## config.mk

```make
export PLATFORM = sky130hd
export DESIGN_NAME = join_n_sync
export DESIGN_NICKNAME = d
export VERILOG_FILES = /design/src/rtl/join_pkg.sv /design/src/rtl/sync_ff.sv /design/src/rtl/join_n_sync.sv
export SDC_FILE = /design/constraint.sdc
export NUM_CORES = 1
export LEC_CHECK = 0
export CORE_ASPECT_RATIO = 2
export CORE_MARGIN = 4
export CORE_UTILIZATION = 46
export DETAILED_ROUTE_END_ITERATION = 7
export PLACE_DENSITY_LB_ADDON = 0.05
export SETUP_SLACK_MARGIN = 0.4
export SLEW_MARGIN = 15
export SYNTH_ARGS = -nofsm -noshare
export SYNTH_HDL_FRONTEND = slang
export SYNTH_SLANG_ARGS = --single-unit
```

## constraint.sdc

```tcl
create_clock -name clk_i -period 2.5 [get_ports clk_i]
set_input_delay 0.75 -clock clk_i [delete_from_list [all_inputs] [get_ports clk_i]]
set_output_delay 0.75 -clock clk_i [all_outputs]
set_load 0.01 [all_outputs]
```

## src/rtl/join_pkg.sv

```systemverilog
// Shared definitions for the N-way handshake join.
//   join_state_e : join controller states
//   PHASE_4 / PHASE_2 : values of the PHASE4 parameter selecting the
//                       return-to-zero or the transition protocol
package join_pkg;

    typedef enum logic [1:0] {
        COLLECT    = 2'd0,
        WAIT_ACK   = 2'd1,
        WAIT_RTZ   = 2'd2,
        WAIT_ACKLO = 2'd3
    } join_state_e;

    localparam int PHASE_4 = 1;
    localparam int PHASE_2 = 0;

endpackage

```

## src/rtl/sync_ff.sv

```systemverilog
// Multi-flop synchroniser for asynchronous handshake inputs.
// Ports:
//   clk_i  : clock
//   rst_i  : asynchronous reset, active-high, clears every stage
//   d_i    : asynchronous input vector (WIDTH bits)
//   q_o    : synchronised output, STAGES clocks behind d_i
// With STAGES = 0 the input is passed straight through.
module sync_ff #(
    parameter int STAGES = 2,
    parameter int WIDTH  = 1
) (
    input  logic             clk_i,
    input  logic             rst_i,
    input  logic [WIDTH-1:0] d_i,
    output logic [WIDTH-1:0] q_o
);

    generate
        if (STAGES == 0) begin : g_bypass
            logic unused_clk_rst;
            assign unused_clk_rst = clk_i | rst_i;
            assign q_o = d_i;
        end else begin : g_sync
            logic [WIDTH-1:0] stage_q [STAGES];
            logic [WIDTH-1:0] stage_d [STAGES];

            always_comb begin
                stage_d[0] = d_i;
                for (int s = 1; s < STAGES; s++) begin
                    stage_d[s] = stage_q[s-1];
                end
            end

            always_ff @(posedge clk_i or posedge rst_i) begin
                if (rst_i) begin
                    for (int s = 0; s < STAGES; s++) begin
                        stage_q[s] <= '0;
                    end
                end else begin
                    for (int s = 0; s < STAGES; s++) begin
                        stage_q[s] <= stage_d[s];
                    end
                end
            end

            assign q_o = stage_q[STAGES-1];
        end
    endgenerate

endmodule

```

## src/rtl/join_n_sync.sv

```systemverilog
// Clocked N-way handshake join for a bundled-data pipeline.
// Collects a request from every enabled input channel, then issues a single
// downstream request carrying all captured channel data, and returns the
// acknowledge to the contributing channels once downstream acknowledges.
// Ports:
//   clk_i      : clock
//   rst_i      : asynchronous reset, active-high
//   req_in_i   : per-channel request (asynchronous, synchronised here)
//   data_in_i  : per-channel bundled data, channel i at [i*DATA_W +: DATA_W]
//   chan_en_i  : channel participation mask, frozen when the join fires
//   ack_out_i  : downstream acknowledge (asynchronous, synchronised here)
//   ack_in_o   : per-channel acknowledge
//   req_out_o  : downstream request
//   data_out_o : captured data, same packing as data_in_i
//   busy_o     : high whenever a join is in flight
//   txn_cnt_o  : completed handshakes, wraps silently
module join_n_sync
    import join_pkg::*;
#(
    parameter int N_IN        = 3,
    parameter int DATA_W      = 8,
    parameter int PHASE4      = 1,
    parameter int SYNC_STAGES = 2,
    parameter int CNT_W       = 16
) (
    input  logic                   clk_i,
    input  logic                   rst_i,
    input  logic [N_IN-1:0]        req_in_i,
    input  logic [N_IN*DATA_W-1:0] data_in_i,
    input  logic [N_IN-1:0]        chan_en_i,
    input  logic                   ack_out_i,
    output logic [N_IN-1:0]        ack_in_o,
    output logic                   req_out_o,
    output logic [N_IN*DATA_W-1:0] data_out_o,
    output logic                   busy_o,
    output logic [CNT_W-1:0]       txn_cnt_o
);

    localparam bit IS_4P = (PHASE4 == PHASE_4);

    logic [N_IN-1:0] req_s;
    logic            ack_s;

    sync_ff #(.STAGES(SYNC_STAGES), .WIDTH(N_IN)) u_req_sync (
        .clk_i (clk_i),
        .rst_i (rst_i),
        .d_i   (req_in_i),
        .q_o   (req_s)
    );

    sync_ff #(.STAGES(SYNC_STAGES), .WIDTH(1)) u_ack_sync (
        .clk_i (clk_i),
        .rst_i (rst_i),
        .d_i   (ack_out_i),
        .q_o   (ack_s)
    );

    join_state_e             state_q, state_d;
    logic [N_IN-1:0]         arrived_q, arrived_d;
    logic [N_IN-1:0]         mask_q, mask_d;
    logic [N_IN-1:0]         in_phase_q, in_phase_d;
    logic [N_IN-1:0]         ack_in_q, ack_in_d;
    logic [N_IN-1:0]         req_r_q, req_r_d;
    logic                    ack_r_q, ack_r_d;
    logic                    ack_phase_q, ack_phase_d;
    logic                    req_out_q, req_out_d;
    logic [N_IN*DATA_W-1:0]  data_q, data_d;
    logic [CNT_W-1:0]        cnt_q, cnt_d;
    logic [N_IN-1:0]         arrive_now;
    logic                    fire;

    always_comb begin
        state_d     = state_q;
        arrived_d   = arrived_q;
        mask_d      = mask_q;
        in_phase_d  = in_phase_q;
        ack_in_d    = ack_in_q;
        ack_phase_d = ack_phase_q;
        req_out_d   = req_out_q;
        data_d      = data_q;
        cnt_d       = cnt_q;
        // The FSM decides on a registered copy of the synchronised handshake
        // inputs, which gives request and acknowledge paths the same latency.
        req_r_d     = req_s;
        ack_r_d     = ack_s;

        // Only enabled channels can arrive; disabled ones are treated as
        // already present by the fire condition instead.
        if (IS_4P) begin
            arrive_now = req_s & chan_en_i;
        end else begin
            arrive_now = (req_s ^ in_phase_q) & chan_en_i;
        end
        fire = (&(arrived_q | ~chan_en_i)) && (|chan_en_i);

        case (state_q)
            COLLECT: begin
                arrived_d = arrived_q | arrive_now;
                for (int i = 0; i < N_IN; i++) begin
                    if (arrive_now[i] && !arrived_q[i]) begin
                        data_d[i*DATA_W +: DATA_W] = data_in_i[i*DATA_W +: DATA_W];
                    end
                end
                // The mask tracks chan_en_i until the join fires, then holds.
                mask_d = chan_en_i;
                if (fire) begin
                    req_out_d = IS_4P ? 1'b1 : ~req_out_q;
                    state_d   = WAIT_ACK;
                end
            end
            WAIT_ACK: begin
                if (IS_4P) begin
                    if (ack_r_q) begin
                        ack_in_d = mask_q;
                        state_d  = WAIT_RTZ;
                    end
                end else if (ack_r_q != ack_phase_q) begin
                    ack_in_d    = ack_in_q ^ mask_q;
                    in_phase_d  = in_phase_q ^ mask_q;
                    ack_phase_d = ~ack_phase_q;
                    arrived_d   = '0;
                    cnt_d       = cnt_q + CNT_W'(1);
                    state_d     = COLLECT;
                end
            end
            WAIT_RTZ: begin
                if ((req_r_q & mask_q) == '0) begin
                    req_out_d = 1'b0;
                    state_d   = WAIT_ACKLO;
                end
            end
            WAIT_ACKLO: begin
                if (!ack_r_q) begin
                    ack_in_d  = '0;
                    arrived_d = '0;
                    cnt_d     = cnt_q + CNT_W'(1);
                    state_d   = COLLECT;
                end
            end
            default: begin
                state_d = COLLECT;
            end
        endcase
    end

    always_ff @(posedge clk_i or posedge rst_i) begin
        if (rst_i) begin
            state_q     <= COLLECT;
            arrived_q   <= '0;
            mask_q      <= '0;
            in_phase_q  <= '0;
            ack_in_q    <= '0;
            req_r_q     <= '0;
            ack_r_q     <= 1'b0;
            ack_phase_q <= 1'b0;
            req_out_q   <= 1'b0;
            data_q      <= '0;
            cnt_q       <= '0;
        end else begin
            state_q     <= state_d;
            arrived_q   <= arrived_d;
            mask_q      <= mask_d;
            in_phase_q  <= in_phase_d;
            ack_in_q    <= ack_in_d;
            req_r_q     <= req_r_d;
            ack_r_q     <= ack_r_d;
            ack_phase_q <= ack_phase_d;
            req_out_q   <= req_out_d;
            data_q      <= data_d;
            cnt_q       <= cnt_d;
        end
    end

    assign ack_in_o   = ack_in_q;
    assign req_out_o  = req_out_q;
    assign data_out_o = data_q;
    assign busy_o     = (state_q != COLLECT);
    assign txn_cnt_o  = cnt_q;

endmodule

```

* After elaboration in Yosys (flattened, before gate mapping)
Cells that the tools add are included.
** Cells by class
- Shift operators :: 0
- Div/mod/pow operators :: 0
- Multipliers :: 0
- Equal/unequal tests :: 7
- Add/sub/neg operators :: 1
- Bitwise logic cells :: 6
- Reductions and logical operators :: 23
- Magnitude comparators :: 0
- Muxes and demuxes :: 12
** Operators by type and width (count)
- adder 16 x 1 -> 16 bit, second input constant :: 1
- case mux 3 bit (2 select lines) :: 2
- AND reduction 2 bit :: 5
- AND reduction 3 bit :: 3
- two-way mux 2 bit :: 4
- inequality test 2 bit, second input constant :: 4
- case mux 2 bit (4 select lines) :: 1
- nonzero test 2 bit :: 4
- AND 3 bit :: 2
- two-way mux 3 bit :: 2
- OR 3 bit :: 2
- == test 2 bit, second input constant :: 2
- logical AND 1 bit :: 4
- AND reduction 4 bit :: 1
- zero test 1 bit :: 3
- zero test 3 bit :: 1
- NOT 3 bit :: 1
- OR reduction 3 bit :: 1
- == test 2 x 1 -> 1 bit, second input constant :: 1
- zero test 2 bit :: 1
- two-way mux 1 bit :: 2
- case mux 1 bit (2 select lines) :: 1
- NOT 1 bit :: 1
** Storage, ports and cells
- RAM bits :: 0
- Output and inout bits :: 45
- Latch bits :: 0
- Memories :: 0
- Register bits :: 64
- Bits in read-only memories :: 0
- Input port bits :: 33
- Logic and storage cells :: 64

* Longest topological paths before layout
Gate-level depths: netlist (run 1).
- Word-level depth :: 6
- Depth in mapped cells :: 7

* Hierarchy
Synthesis (run 1) repeated with hierarchy kept, for this count alone.
** Unflattened totals
- Cell total of the unflattened synthesis :: 197
- Area, all modules :: 2632.5 sq um
** By module, submodules not included
- join_n_sync :: area an instance 2424.8 sq um, cells each 187, seq. area each 1401.3 sq um, times used 1
- sync_ff (u_req_sync) :: area an instance 153.9 sq um, cells each 7, seq. area each 150.1 sq um, times used 1
- sync_ff (u_ack_sync) :: area an instance 53.8 sq um, cells each 3, seq. area each 50.0 sq um, times used 1

* Worst setup path after synthesis (run 1)
No wires, ideal clock.
- Path kind :: input to register
- Start :: input port chan_en_i[2]
- End :: register state_q[1]
- Setup slack :: 0.479 ns
- Buffers on the path :: 0
- Library setup time :: 0.122 ns
- Arrival time :: 1.899 ns
- Stages on the path :: 4
- Cell sequence :: nor2b_1 or4_4 a221o_1 a32o_1
** Between the ends
- Longest elaborated chain between the ends :: 6
- Elaborated cells between the ends (all ways) :: 7
- Those cells by class :: eq/ne: 1; bitwise: 2; reduce/logical: 4
** RTL lines
- start, declared :: line join_n_sync.sv:30 : input logic [N_IN-1:0] chan_en_i,
- NOT 3 bit :: line join_n_sync.sv:94 : fire = (&(arrived_q | ~chan_en_i)) && (|chan_en_i);
- OR 3 bit :: line join_n_sync.sv:94
- AND reduction 3 bit :: line join_n_sync.sv:94
- logical AND 1 bit * :: line join_n_sync.sv:94
- inequality test 2 bit (no source line) *
- AND reduction 4 bit (no source line) *
- end signal, assigned :: line join_n_sync.sv:160 : state_q <= state_d;
- end, declared :: line join_n_sync.sv:58 : join_state_e state_q, state_d;
Every way passes the cells marked *; elsewhere a longest branch is shown, timed or not.
A chain may end at the register's enable or synchronous reset.

* Worst setup path in the final report (run 1)
- Start :: register state_q[0]
- End :: output port busy_o
** Between the ends
- Longest elaborated chain between the ends :: 1
** RTL lines
- nonzero test 2 bit :: line join_n_sync.sv:177 : assign busy_o = (state_q != COLLECT);
- end, declared :: line join_n_sync.sv:35 : output logic busy_o,
Every way passes these cells.

==> impl_metrics.ini, run 1 <==
[run_status]
status = complete, no violations

[clock_network]
cts_buffers = 9
path_clk_slew_ps = 60
htree_levels = 3
hold_buffers = 0
clock-root-buffer = clkbuf_8
clkSinkCount = 64
clk_latency_ps = 330
cts_tree = done
clock_path_buffers = 2

[floorplanning]
core_um2 = 5468
die-width_um = 61.05
die_area_um2 = 6965
row_count = 38
die_h_um = 114.1
initial_utilization_pct = 47.35
pin_count = 78

[power_and_ir_drop]
power.total_uw = 3856
p_leak_uw = 0.001730
switching_power_uw = 1193
seqPwrFrac_pct = 41.1
powerDensity_nw_per_um2 = 1036
ir_drop_mv = 0.7815
power.share.combinational_pct = 38.0
swShare_pct = 30.95
p_int_uw = 2662
p_clk_share_pct = 20.9

[timing]
fin_ws_ps = 455.6
setup_violations = 0
finalHoldViolCount = 0
min_period_ps = 2044
worst_pin_slew_ps = 365.4
rsz0062_at_grt = true
fmax_ghz = 0.4891
finalCritPeriodShare_pct = 81.78
relSlewSlack_pct = 75.59
maxSlewViolCount = 0
finClkSkew_ps = 6.670

[global_route]
grtUsageMet3_pct = 5.418
grt_pass1_wl_um = 8604
grt_max_degree = 65
grt_usage_pct = 16.79
grt_remaining_overflow = 0
antenna_found_initial = 0
grt_pass1_vias = 1856
grt_busiest_layer = met2
groute.layer.met1.usage_pct = 18.66
use_met2_pct = 26.94

[placed_design]
place_congestion = 0.8069
dp_hpwl_um = 3902
io_buffers = 77
place_area_um2 = 3478
post-place-ws_ps = -49.63

[synthesis]
synth-seq-cells = 64
syn_area_um2 = 2589
synth_cells = 201
ys_types = 31
synth.cells.most_frequent = dfrtp_1 (64), mux2_2 (25), nand2_1 (18)
yosysMostFrequentCell = dfrtp_1
synth_warnings = 0
synth_top_cell_area_share_pct = 61.87
async_reset_ff_share_pct = 100.0
synth_top_cell_by_area = dfrtp_1
synth_edf_count = 0
synth_ff_type = dfrtp_1
ys_seq_area_share_pct = 61.87
synth.area.top_cells = dfrtp_1 (62%), mux2_2 (11%), xnor2_1 (3.4%)
syn_area_per_cell_um2 = 12.88
synth_fp_nets = 240

[drt]
routed_wl_um = 5333
avgViaCountPerCell = 5.139
drtIter0Drc = 64
ant_nets = 0
routedWlPerCell_um = 14.77
vias = 1855
remaining_drc_errors = 0
drt_first_pass_iters = 4

[setup_path]
path_class = register to output port
start_kind = register
worstPathArrival_ps = 1290
r2r-start = state_q[1]
startpoint = state_q[0]
cp.required_ps = 1750
cp-end-kind = output port
path_max_fanout = 4

[final_layout]
fin_nets = 335
area_growth_pct = 43.69
antenna_cells = 0
multi_input_area_um2 = 917.1
fin_area_um2 = 3720
drive_gt1_share_pct = 22.26
fillers = 455
seqCellArea_um2 = 1605

[flow_run]
max_cap_viol_count = 0

[worst_hold_path]
min_path_type = register to register
hp-start = u_req_sync.g_sync.stage_d[0]
==> kinds of logic (layout without fill, tap and decap cells) <==
group                      count (synthesis)  in the layout  synth area share, %
AOI/OAI and AO/OA                         19             19                4.833
xor gates and xnor gates                  15             15                5.075
adders and majority gates                  6              6                2.900
buffers and inverters                     18            118                2.706
DFF                                       64             64                61.87
muxes                                     25             25                10.87
and+or+nand+nor                           54             54                11.75
==> path summary, 6_finish.rpt <==
kind                                      to  slack, ps  depth (start not counted)
min in group asynchronous        ack_in_o[0]        850                          3
max in group asynchronous       txn_cnt_o[5]       1370                          3
min                        u_req_sync.q_o[0]        350                          0
min reg2reg                u_req_sync.q_o[0]        350                          0
max reg2reg                    txn_cnt_o[15]        610                          6
max                                   busy_o        460                          4
==> worst max-delay path, cell delays in order (launching register included) <==
cell             delay, ps
dfrtp_1                370
inv_2                   60
ha_1                   210
inv_1                   90
clkdlybuf4s15_1        240
==> cell usage in the layout, fill, tap and decap left out, types with 2 or more instances in the layout <==
cell              n
clkdlybuf4s50_1  68
inv_1             9
nor3_1            2
nand2_1          18
dlygate4sd2_1     3
nor2b_1           5
nor2_1            7
inv_2             2
mux2_2           25
dfrtp_1          61
ha_1              6
clkbuf_8         12
nand3_1           5
a311oi_1          3
or3_1             2
nand4_1           3
dlymetal6s2s_1    5
clkinv_2          3
dfrtp_2           3
o21ai_0           7
a22oi_1           2
nor3_2            2
buf_4            12
xor2_1            5
or2_2             3
xnor2_1          10
a21oi_1           4
==> routing by layer <==
metal / up-vias / share of wire, %
met3: 15 / 6.2
met2: 66 / 52
met5: - / 0
li1: 874 / -
met4: 0 / 4.1
met1: 900 / 38
==> repair_timing <==
item,in CTS,in global routing
cloned,0,0
hold endpoints to repair,0,0
pin swaps,1,0
buffers inserted,4,2
endpoints found under the setup margin,7,9
resized for setup,5,10
==> registers in the layout, summed over array words and instances, names as in the netlist <==
register,count
arrived_q,3
state_q,2
u_ack_sync.q_o,1
u_ack_sync.g_sync.stage_d,1
txn_cnt_o,16
mask_q,3
req_out_o,1
req_r_q,3
ack_in_o,3
u_req_sync.g_sync.stage_d,3
data_out_o,24
ack_r_q,1
u_req_sync.q_o,3
==> stage by stage <==
step,util (%),instances,TNS [ps],hold slack (ps)
2_1_floorplan,-,201,0,331.2
3_3_place_gp,63.62,339,-31.39,331.5
4_1_cts,67.46,359,0,349.4
5_1_grt,68.03,361,0,357.8
3_5_place_dp,63.62,339,-54.23,334.7
6_report,68.03,361,0,348.2
==> power by group through the flow <==
stage          registers, µW  logic [µW]  clock network, µW
6_report                1580        1460                807
5_1_grt                 1620        1600                891
4_1_cts                 1580        1490                835
3_5_place_dp            1600        1460                  0
3_3_place_gp            1590        1430                  0
2_1_floorplan           1680         607                  0
==> final cells by class <==
cell class / count / share of cell area [%]
Clock buffer: 13 / 4.541
Clock inverter: 3 / 0.4036
Inverter: 12 / 1.312
Multi-Input combinational cell: 119 / 24.66
Sequential cell: 64 / 43.16
Tap cell: 60 / 2.018
Timing Repair Buffer: 90 / 23.92
No activity file was read; power rests on OpenSTA's default activity.
==> inputs of run 2 (changes only) <==
--- a/config.mk
+++ b/config.mk
@@ -7,7 +7,7 @@
 export LEC_CHECK = 0
 export CORE_ASPECT_RATIO = 2
 export CORE_MARGIN = 4
-export CORE_UTILIZATION = 46
+export CORE_UTILIZATION = 42
 export DETAILED_ROUTE_END_ITERATION = 7
 export PLACE_DENSITY_LB_ADDON = 0.05
 export SETUP_SLACK_MARGIN = 0.4
==> constraint.sdc (replaced) <==
create_clock -name clk_i -period 1.8 [get_ports clk_i]
set_input_delay 0.54 -clock clk_i [delete_from_list [all_inputs] [get_ports clk_i]]
set_output_delay 0.54 -clock clk_i [all_outputs]
set_load 0.01 [all_outputs]
==> impl_metrics.ini, run 2 (same netlist as run 1, synthesis figures left out) <==
[run_status]
status = complete, no violations

[final_layout]
area_growth_pct = 53.50
fin_nets = 368
layoutNonFillerInstCount = 394
fillers = 472
drive_gt1_share_pct = 47.73
seqCellArea_um2 = 1603
final_cell_mix = dfrtp_1 (63), buf_2 (40), buf_4 (37), clkdlybuf4s50_1 (29), mux2_2 (25)
antenna_cells = 0
final_common_cell = dfrtp_1
multi_input_area_um2 = 1032
largest_reg_flops = 24

[floorplanning]
die_h_um = 119.0
die_area_um2 = 7560
core_um2 = 6006
pin_count = 78
row_count = 40
initial_utilization_pct = 43.10
die-width_um = 63.52

[drt]
routedWlPerCell_um = 14.92
avgViaCountPerCell = 5.063
drt_first_pass_iters = 4
routed_wl_um = 5878
vias = 1995
remaining_drc_errors = 0
ant_nets = 0
drtIter0Drc = 68

[timing]
fmax_ghz = 0.6038
fin_ws_ps = 143.7
min_period_ps = 1656
finalHoldViolCount = 0
finClkSkew_ps = 3.209
fin_hold_ws_ps = 343.4
relSlewSlack_pct = 77.37
rsz0062_at_grt = true
maxSlewViolCount = 0
setup_violations = 0
fin_setup_tns_ps = 0
finalCritPeriodShare_pct = 92.02
worst_pin_slew_ps = 339.4

[setup_path]
start_kind = register
path_class = register to register
cp_top_family = compound AO/OA/AOI/OAI gates
crit_path_cell_trace = inv_2, buf_4, ha_2, mux2_2, a221o_1, a32o_1
critPathMaxStageDelay_ps = 380
cp.required_ps = 2000
cpMaxStageDelayCell = dfrtp_1
critPathBufInv = 2
cp-end-kind = register
path_max_fanout = 2
worstPathArrival_ps = 1850

[clock_network]
clk_latency_ps = 320
clkSinkCount = 64
htree_levels = 3
cts_tree = done
clock-root-buffer = clkbuf_16
clock_path_buffers = 2
path_clk_slew_ps = 50
cts_buffers = 9

[global_route]
grt_max_degree = 64
grt_pass1_vias = 2183
grt_remaining_overflow = 0
antenna_found_initial = 0
grt_usage_pct = 17.04
grt_pass1_wl_um = 10010

[placed_design]
io_buffers = 77
dp_cells = 348
post-place-ws_ps = -542.6
place_congestion = 0.7302
dp_hpwl_um = 4015

[flow_run]
max_cap_viol_count = 0

[power_and_ir_drop]
p_leak_uw = 0.001959
power.total_uw = 5844
powerDensity_nw_per_um2 = 1471
ir_drop_mv = 0.9909

[worst_hold_path]
min_path_type = register to register
-- run 2: cell count changes in the layout (fill, tap and decap cells not counted), sizes merged --
cell / delta
buf: +81
clkbuf: -2
dlygate4sd2: -3
dlymetal6s2s: -5
clkinv: -1
clkdlybuf4s50: -39
clkdlybuf4s15: -1
-- run 2: stage by stage --
step | util [%] | cell area [µm²]
floorplan | - | 2606
global placement | 58.77 | 3530
detailed placement | 58.77 | 3530
CTS | 63.96 | 3841
global route | 66.17 | 3974
finish | 66.17 | 3974
-- run 2: path summary, 6_finish.rpt --
kind | start | slack (ps) | depth (start not counted) | endpoint
worst max-delay path | state_q[1] | 140 | 6 | state_q[1]
worst min-delay path | u_req_sync.g_sync.stage_d[0] | 340 | 0 | u_req_sync.q_o[0]
worst max register to register | state_q[1] | 140 | 6 | state_q[1]
worst min register to register | u_req_sync.g_sync.stage_d[0] | 340 | 0 | u_req_sync.q_o[0]
max in group asynchronous | rst_i | 820 | 3 | txn_cnt_o[5]
min in group asynchronous | rst_i | 450 | 2 | data_out_o[5]
-- run 2: worst reg2reg max path: stages, from the launching register on --
cell and delay (ps):
dfrtp_1 380, inv_2 70, buf_4 140, ha_2 170
mux2_2 270, a221o_1 290, a32o_1 220
-- run 2: metal layers --
layer,GRT usage [%],vias to the layer above,part of all wire [%]
li1,-,941,-
met1,18.10,980,38
met2,29.47,62,55
met3,5.472,12,5.4
met4,8.796,0,2.3
met5,0,-,0
-- run 2: final cells by class --
type,instances,area share (%)
multi-input cells,119,25.98
flip-flops and latches,64,40.33
well taps,63,1.984
repair buffers,123,24.37
clock buffers,11,5.856
clock inverters,2,0.2519
inverters,12,1.228
-- run 2: where the power goes --
group          total, µW  internal, µW  switching, µW
Clock               1430           900            533
Combinational       2270          1230           1040
Sequential          2140          1900            241
Total               5840          4030           1810
-- run 2: repair_timing --
item / in CTS / in global routing
buffers inserted: 26 / 7
gates resized for setup: 218 / 19
endpoints found under the setup margin: 88 / 71
hold buffers: 0 / 0
pin swaps: 9 / 11
==> inputs of run 3 (changes only) <==
--- a/config.mk
+++ b/config.mk
@@ -5,6 +5,7 @@
 export SDC_FILE = /design/constraint.sdc
 export NUM_CORES = 1
 export LEC_CHECK = 0
+export ABC_AREA = 1
 export CORE_ASPECT_RATIO = 2
 export CORE_MARGIN = 4
 export CORE_UTILIZATION = 42
==> impl_metrics.ini, run 3 <==
[floorplanning]
pin_count = 78
core_um2 = 6056
row_count = 40
initial_utilization_pct = 43.57
die-width_um = 64.05
die_area_um2 = 7692
die_h_um = 120.1

[global_route]
grt_usage_pct = 17.86
use_met2_pct = 31.63
grt_max_degree = 65
grt_pass1_wl_um = 10410
antenna_found_initial = 0
grt_remaining_overflow = 0
groute.layer.met1.usage_pct = 17.10
grt_pass1_vias = 2299
grt_busiest_layer = met2
grtUsageMet3_pct = 5.993

[timing]
finClkSkew_ps = 3.415
finalHoldViolCount = 0
fmax_ghz = 0.6167
relSlewSlack_pct = 77.83
setup_violations = 0
maxSlewViolCount = 0
min_period_ps = 1621
rsz0062_at_grt = true
fin_ws_ps = 178.5
finalCritPeriodShare_pct = 90.08
worst_pin_slew_ps = 332.5

[drt]
drtIter0Drc = 73
ant_nets = 0
avgViaCountPerCell = 4.808
drt_first_pass_iters = 4
routedWlPerCell_um = 13.87
remaining_drc_errors = 0
vias = 2159
routed_wl_um = 6229

[synthesis]
synthMuxAreaShare_pct = 10.24
synthAdderAreaFrac_pct = 2.845
synth.area.top_cells = dfrtp_1 (61%), mux2_2 (10%), nand2_1 (7.1%)
yosysMostFrequentCell = dfrtp_1
ys_seq_area_share_pct = 60.69
syn_area_per_cell_um2 = 11.33
synth-compound-area-share_pct = 2.703
synth_warnings = 0
synth_top_cell_area_share_pct = 60.69
synth-seq-cells = 64
syn_area_um2 = 2639
synth_fp_nets = 272
synth_top_family_by_area = simple AND/OR/NAND/NOR gates
synth_edf_count = 0
synth-simple-area-share_pct = 15.32
synth_top_cell_by_area = dfrtp_1
async_reset_ff_share_pct = 100.0
synth_cells = 233
ys_types = 23
synth-xor-area-share_pct = 4.315
synth_ff_type = dfrtp_1
synth.cells.most_frequent = dfrtp_1 (64), nand2_1 (50), inv_1 (24), mux2_2 (24), nor2_1 (13)

[final_layout]
fillers = 491
final_cell_mix = dfrtp_1 (64), nand2_1 (46), buf_2 (38), buf_4 (36), clkdlybuf4s50_1 (29)
fin_nets = 399
area_growth_pct = 56.95
antenna_cells = 0
final_common_cell = dfrtp_1
drive_gt1_share_pct = 41.92
fin_util_pct = 68.39
layoutNonFillerInstCount = 449
largest_reg_flops = 24

[clock_network]
clock-root-buffer = clkbuf_16
cts_buffers = 9
clk_latency_ps = 320
htree_levels = 3
clkSinkCount = 64
clock_path_buffers = 2
path_clk_slew_ps = 50
cts_tree = done
hold_buffers = 0

[power_and_ir_drop]
switching_power_uw = 2012
ir_drop_mv = 1.080
powerDensity_nw_per_um2 = 1530
power.total_uw = 6336
seqPwrFrac_pct = 33.9
p_leak_uw = 0.002056
swShare_pct = 31.76
power.share.combinational_pct = 39.0
p_int_uw = 4324
p_clk_share_pct = 27.1

[setup_path]
cpMaxStageDelayCell = dfrtp_1
crit_path_cell_trace = inv_2, ha_4, inv_2, buf_6
cp.required_ps = 1260
start_kind = register
worstPathArrival_ps = 1080
cp_top_family = flip-flops
critPathBufInv = 3
critPathMaxStageDelay_ps = 390
path_max_fanout = 2
cp_common_cell = inv_2
cp-end-kind = output port
path_class = register to output port
r2r_slack_ps = 310

[run_status]
status = complete, no violations

[placed_design]
place_congestion = 0.7752
post-place-ws_ps = -67.70
dp_hpwl_um = 4098
io_buffers = 77
dp_cells = 398

[flow_run]
max_cap_viol_count = 0

[worst_hold_path]
min_path_type = register to register
[run 3: cell count changes after synthesis, sizes merged, moves of 3 or more]
cell,delta
o22ai,+5
a21oi,-3
a311oi,-3
inv,+14
xnor2,-4
nand2,+33
nand4,+4
nor2,+8
nor2b,-5
clkbuf,-4
nand3,+4
[run 3: power by group through the flow]
| stage | combinational, µW | clock, µW | sequential [µW] |
|---|---|---|---|
| detailed placement | 2120 | 0 | 2200 |
| CTS | 2190 | 1760 | 2140 |
| global route | 2720 | 1840 | 2200 |
| finish | 2470 | 1720 | 2150 |
| floorplan | 894 | 0 | 2330 |
| global placement | 2100 | 0 | 2190 |
[run 3: stage by stage]
stage                     TNS (ps)  instance area (µm²)  hold WS [ps]
after detailed placement     -1413                 3576         335.6
after global routing             0                 4141         360.6
after floorplan                  0                 2658         331.2
after CTS                        0                 3948         347.2
final                            0                 4141         344.1
after global placement      -879.9                 3576         331.7
[run 3: kinds of logic after synthesis]
family                   Yosys count
flip-flops                        64
multiplexers                      24
XOR/XNOR                          13
buffers and inverters             27
AND/OR/NAND/NOR                   86
adder cells (fa/ha/maj)            6
AO/OA/AOI/OAI                     13
[run 3: worst register-to-register path: cells and delay by family (launching register included)]
kind / cells / cell delay, ps
buffers and inverters: 3 / 320
adder cells (fa/ha/maj): 1 / 140
flip-flops: 1 / 390
AND/OR/NAND/NOR: 1 / 190
multiplexers: 1 / 350
[run 3: what timing repair did]
item	in CTS	in global routing
gates resized for setup	209	26
setup endpoints to repair	81	77
pin swaps	9	10
buffers inserted	27	8
hold endpoints to repair	0	0
cloned	0	0
[run 3: final timing paths]
path,startpoint,to,cells past startpoint
setup / recovery,state_q[0],busy_o,4
hold / removal,u_ack_sync.q_o,ack_r_q,0
setup reg to reg,state_q[0],data_out_o[22],6
hold reg to reg,u_ack_sync.q_o,ack_r_q,0
max in group asynchronous,rst_i,ack_r_q,3
min in group asynchronous,rst_i,data_out_o[4],3
[run 3: cell type report]
class / count / area, µm² / share of cell area (%)
Tap cell: 84 / 105.1 / 2.538
Timing Repair Buffer: 117 / 914.6 / 22.08
Inverter: 26 / 108.9 / 2.628
Multi-Input combinational cell: 142 / 1111 / 26.83
Clock inverter: 3 / 40.04 / 0.9668
Sequential cell: 64 / 1602 / 38.67
Clock buffer: 13 / 260.3 / 6.284
[run 3: per-layer routing]
metal  wire (µm)  part of all wire (%)
met1        2040                    33
met2        3572                    57
met3         371                   6.0
met4         245                   3.9
met5           0                     0
==> RTL change 1, RTL diff (settings of run 1) <==
Change the parameter `DATA_W` from 8 to 7.
--- a/src/rtl/join_n_sync.sv
+++ b/src/rtl/join_n_sync.sv
@@ -18,7 +18,7 @@
     import join_pkg::*;
 #(
     parameter int N_IN        = 3,
-    parameter int DATA_W      = 8,
+    parameter int DATA_W      = 7,
     parameter int PHASE4      = 1,
     parameter int SYNC_STAGES = 2,
     parameter int CNT_W       = 16
Interface: changed (resized data_in_i and data_out_o); port bits go from 78 to 72. No check against the original RTL was run, so the function may have changed too.
==> RTL change 1 against run 1 <==
  * Global-route usage increased by 0.30 points
  * Routed wire length decreased by 3.6%
  * Total power increased by 3.2%
  * Largest cell class unchanged
  * Critical endpoint is now state_q[1]
  * Sequential cell count decreased by 3
  * Synthesized area decreased by 4.8%
  * Setup slack got worse by 0.024 ns
  * Clock skew increased by 0.0028 ns
  * Fmax decreased by 1.1%
  * Design area decreased by 2.5%
==> RTL change 1: results <==
set metrics [dict create \
    cts-buffers-inserted 9 \
    synthMuxAreaShare_pct 10.5 \
    largest_reg_flops 21 \
    firstDrtPassIters 4 \
    skew_ns 0.00942 \
    placed_cell_area_um2 3280 \
    critPathMaxFanout 4 \
    grt_first_pass_wirelength_mm 8.42 \
    ir_drop_mv 0.806 \
    status "finished, final reports clean" \
    p_leak_nw 1.64 \
    multi_input_area_um2 905 \
    syn_nets 223 \
    synth_common_cells "61 x dfrtp_1, 21 x mux2_2, 17 x nand2_1, 13 x xnor2_1, 9 x nand3_1" \
    p_sw_w 0.00119 \
    drive_gt1_share_pct 23.4 \
    grt_pass1_vias 1784 \
    vias 1727 \
    drt_iter0_drc 36 \
    ys_seq_area_share_pct 62.0 \
    htreeDepth 3 \
    cpMaxStageDelayCell "clkdlybuf4s50_1" \
    timing.rr.end "txn_cnt_o[8]" \
    syn_inst 187 \
    post_cts_buffers 4 \
    synthTopCellsByArea "dfrtp_1 62%, mux2_2 9.6%, xnor2_1 4.6%, ha_1 3.0%, nand2_1 2.6%" \
    dp_slack_ns 0.0254 \
    fin_crit_ns 2.07 \
    startpoint "chan_en_i[0]" \
    rrSetupSlack_ns 0.70 \
    timing.critical_path.max_delay_family "buffers and inverters" \
    dp_hpwl_mm 3.82 \
    clock_latency_ns 0.33 \
    yosys.area_share.adder_pct 3.05 \
    wirelength_mm 5.14 \
    whs_path_depth 0 \
    fillers 410 \
    clockBufferDepth 2 \
    synthFlopType "dfrtp_1" \
    grt_max_degree 26 \
    slowest_delay_ns 0.53 \
    io_buffers 71 \
    grt_usage_pct 17.1 \
    cts_resized 5 \
    ys_async_sr_fraction_pct 100 \
    ys.warnings.count 0 \
    placedCellCount 316 \
    ys_types 32 \
    synth_compound_area_share_pct 5.03 \
    path_clk_slew_ns 0.07 \
    cts_hold_buf 0 \
    instances_no_fill 344 \
    endpoint "state_q[1]" \
    hold_path.class "reg -> reg" \
    synth-xor-area-share_pct 5.33 \
    cts_root_buf "clkbuf_8" \
    crit_arrival_ns 2.28 \
    slew_headroom_pct 61.5 \
    place_congestion 0.768 \
    reg2reg_from "state_q[0]" \
]
-- RTL change 1: final cells by class --
type / count / share of cell area, %
Tap cell: 58 / 2.00
Multi-Input combinational cell: 114 / 24.9
Clock buffer: 13 / 4.38
Clock inverter: 3 / 1.86
Sequential cell: 61 / 42.1
Inverter: 8 / 0.932
Timing Repair Buffer: 87 / 23.7
-- RTL change 1: power groups by stage --
stage | clock network [W] | registers (W) | logic [W]
after floorplan | 0 | 0.00160 | 0.000617
after global placement | 0 | 0.00151 | 0.00139
after detailed placement | 0 | 0.00152 | 0.00141
after CTS | 0.00101 | 0.00149 | 0.00149
after global routing | 0.00106 | 0.00153 | 0.00165
final | 0.000981 | 0.00149 | 0.00151
-- RTL change 1: logic make-up after synthesis --
| group | after synthesis |
|---|---|
| flip-flops | 61 |
| AND/OR/NAND/NOR | 54 |
| multiplexers | 23 |
| AO/OA/AOI/OAI | 16 |
| XOR/XNOR | 15 |
| buffers and inverters | 12 |
| adder cells (fa/ha/maj) | 6 |
-- RTL change 1: how the worst min path moves through the flow --
stage	startpoint	slack [ns]	to
detailed placement	u_ack_sync.g_sync.stage_d[0]	0.34	u_ack_sync.q_o
finish	u_req_sync.g_sync.stage_d[0]	0.34	u_req_sync.q_o[0]
CTS	u_req_sync.g_sync.stage_d[1]	0.35	u_req_sync.q_o[1]
global placement	u_ack_sync.q_o	0.33	ack_r_q
global route	u_req_sync.g_sync.stage_d[0]	0.35	u_req_sync.q_o[0]
floorplan	u_ack_sync.q_o	0.33	ack_r_q
-- RTL change 1: layer usage --
layer	global-route usage (%)	vias up	wire length (um)
met5	0	-	0
met4	7.25	0	110
met3	7.19	8	287
met2	28.3	50	2880
met1	18.4	837	1870
li1	-	832	-
==> RTL change 2, RTL diff (flow settings as in run 1) <==
Without the edit above. Take the reset off `data_q` and load it in a clocked block of its own.
--- a/src/rtl/join_n_sync.sv
+++ b/src/rtl/join_n_sync.sv
@@ -154,7 +154,6 @@
             ack_r_q     <= 1'b0;
             ack_phase_q <= 1'b0;
             req_out_q   <= 1'b0;
-            data_q      <= '0;
             cnt_q       <= '0;
         end else begin
             state_q     <= state_d;
@@ -166,9 +165,12 @@
             ack_r_q     <= ack_r_d;
             ack_phase_q <= ack_phase_d;
             req_out_q   <= req_out_d;
-            data_q      <= data_d;
             cnt_q       <= cnt_d;
         end
+    end
+
+    always_ff @(posedge clk_i) begin
+        data_q <= data_d;
     end
 
     assign ack_in_o   = ack_in_q;
Formal check against the unedited RTL: differs if rst_i is asserted again (counterexample within 4 cycles, from zero or initial values and one cycle with rst_i high); with rst_i held inactive, the same outputs for 10 cycles.
==> RTL change 2 against run 1 <==
  * Design area is 4.3% lower
  * Routed wire length is 2.6% lower
  * Fmax is 0.89% lower
  * Sequential power is 13% lower
  * Synthesized area is 7.7% lower
  * Register-to-register slack worse by 0.05 ns
  * Total power is 17% lower
  * Sequential cell count stayed put
  * Synthesized cell count is 14% lower
  * Setup slack worse by 0.018 ns
  * Critical endpoint unchanged
  * Highest routed layer unchanged
==> RTL change 2: results <==
set metrics [dict create \
    fillers 369 \
    drt_iter0_drc 61 \
    dp_slack_ns -0.116 \
    synth-edff-count 24 \
    ys_seq_area_share_pct 72.0 \
    slowest_delay_ns 0.40 \
    ys_async_sr_fraction_pct 62.5 \
    ir_drop_mv 0.585 \
    syn_nets 212 \
    grt_max_degree 41 \
    skew_ns 0.00540 \
    place_congestion 0.734 \
    endpoint "busy_o" \
    dp_hpwl_mm 3.79 \
    cts_root_buf "clkbuf_8" \
    slew_headroom_pct 66.1 \
    path_clk_slew_ns 0.06 \
    finalNetCount 313 \
    synthTopCellsByArea "dfrtp_1 42%, edfxtp_1 30%, xnor2_1 3.7%, ha_1 3.1%, nand2_1 2.8%" \
    firstDrtPassIters 5 \
    timing.rr.end "txn_cnt_o[15]" \
    synthFlopType "dfrtp_1" \
    hold_path.class "reg -> reg" \
    grt_pass1_vias 1759 \
    status "finished, final reports clean" \
    drive_gt1_share_pct 13.6 \
    ys_types 29 \
    vias 1680 \
    wl_per_cell_um 15.5 \
    fin_crit_ns 2.06 \
    critPathMaxFanout 4 \
    p_leak_nw 1.48 \
    crit_arrival_ns 1.31 \
    grt_first_pass_wirelength_mm 8.63 \
    grt_usage_pct 18.2 \
    rrSetupSlack_ns 0.56 \
    synth_common_cells "40 x dfrtp_1, 24 x edfxtp_1, 18 x nand2_1, 12 x nor2_1" \
    cts-buffers-inserted 9 \
]
[RTL change 2: worst min-delay path by stage]
stage / cells after the start / to / slack (ns) / startpoint
2_1_floorplan: 0 / ack_r_q / 0.33 / u_ack_sync.q_o
3_3_place_gp: 0 / u_req_sync.q_o[0] / 0.33 / u_req_sync.g_sync.stage_d[0]
3_5_place_dp: 0 / u_req_sync.q_o[2] / 0.34 / u_req_sync.g_sync.stage_d[2]
4_1_cts: 0 / u_req_sync.q_o[2] / 0.36 / u_req_sync.g_sync.stage_d[2]
5_1_grt: 0 / u_ack_sync.q_o / 0.37 / u_ack_sync.g_sync.stage_d[0]
6_report: 0 / u_req_sync.q_o[2] / 0.35 / u_req_sync.g_sync.stage_d[2]
[RTL change 2: kinds of logic after synthesis]
family | count (synthesis) | share of synthesized area (%)
compound gates | 19 | 5.24
xor+xnor | 15 | 5.50
fa+ha+maj | 6 | 3.14
buf+inv | 13 | 2.15
flops | 64 | 72.0
mux | 1 | 0.471
simple gates | 55 | 11.5
[RTL change 2: per-layer routing]
layer  GRT usage [%]  wire length (um)  part of all wire (%)  vias to the layer above
met3            5.64               333                   6.4                       11
met2            29.7              2820                    54                       65
met1            21.4              1940                    37                      802
met4            8.59                97                   1.9                        0
li1                -                 -                     -                      802
met5               0                 0                     0                        -
[RTL change 2: per-stage QoR]
stage	util [%]	cell area, um2	instances
6_report	71.8	3560	336
3_3_place_gp	66.5	3290	314
2_1_floorplan	-	2390	173
3_5_place_dp	66.5	3290	314
4_1_cts	71.2	3530	333
5_1_grt	71.8	3560	336
[RTL change 2: cell type report]
class | instances | area share (%)
sequential | 64 | 48.5
timing repair buffer | 93 | 25.0
multi-input combinational | 96 | 17.5
clock buffer | 13 | 4.18
tap | 57 | 2.00
clock inverter | 3 | 1.83
inverter | 10 | 1.05
[RTL change 2: power breakdown]
| part | switching, W | internal (W) |
|---|---|---|
| logic | 0.000419 | 0.000447 |
| registers | 0.000113 | 0.00127 |
| clock network | 0.000366 | 0.000589 |
| total | 0.000898 | 0.00230 |
[RTL change 2: timing repair]
action,4_1_cts,5_1_grt
buffers inserted,3,3
hold endpoints to repair,0,0
endpoints found under the setup margin,7,5
resized for setup,5,5
pin swaps,1,0
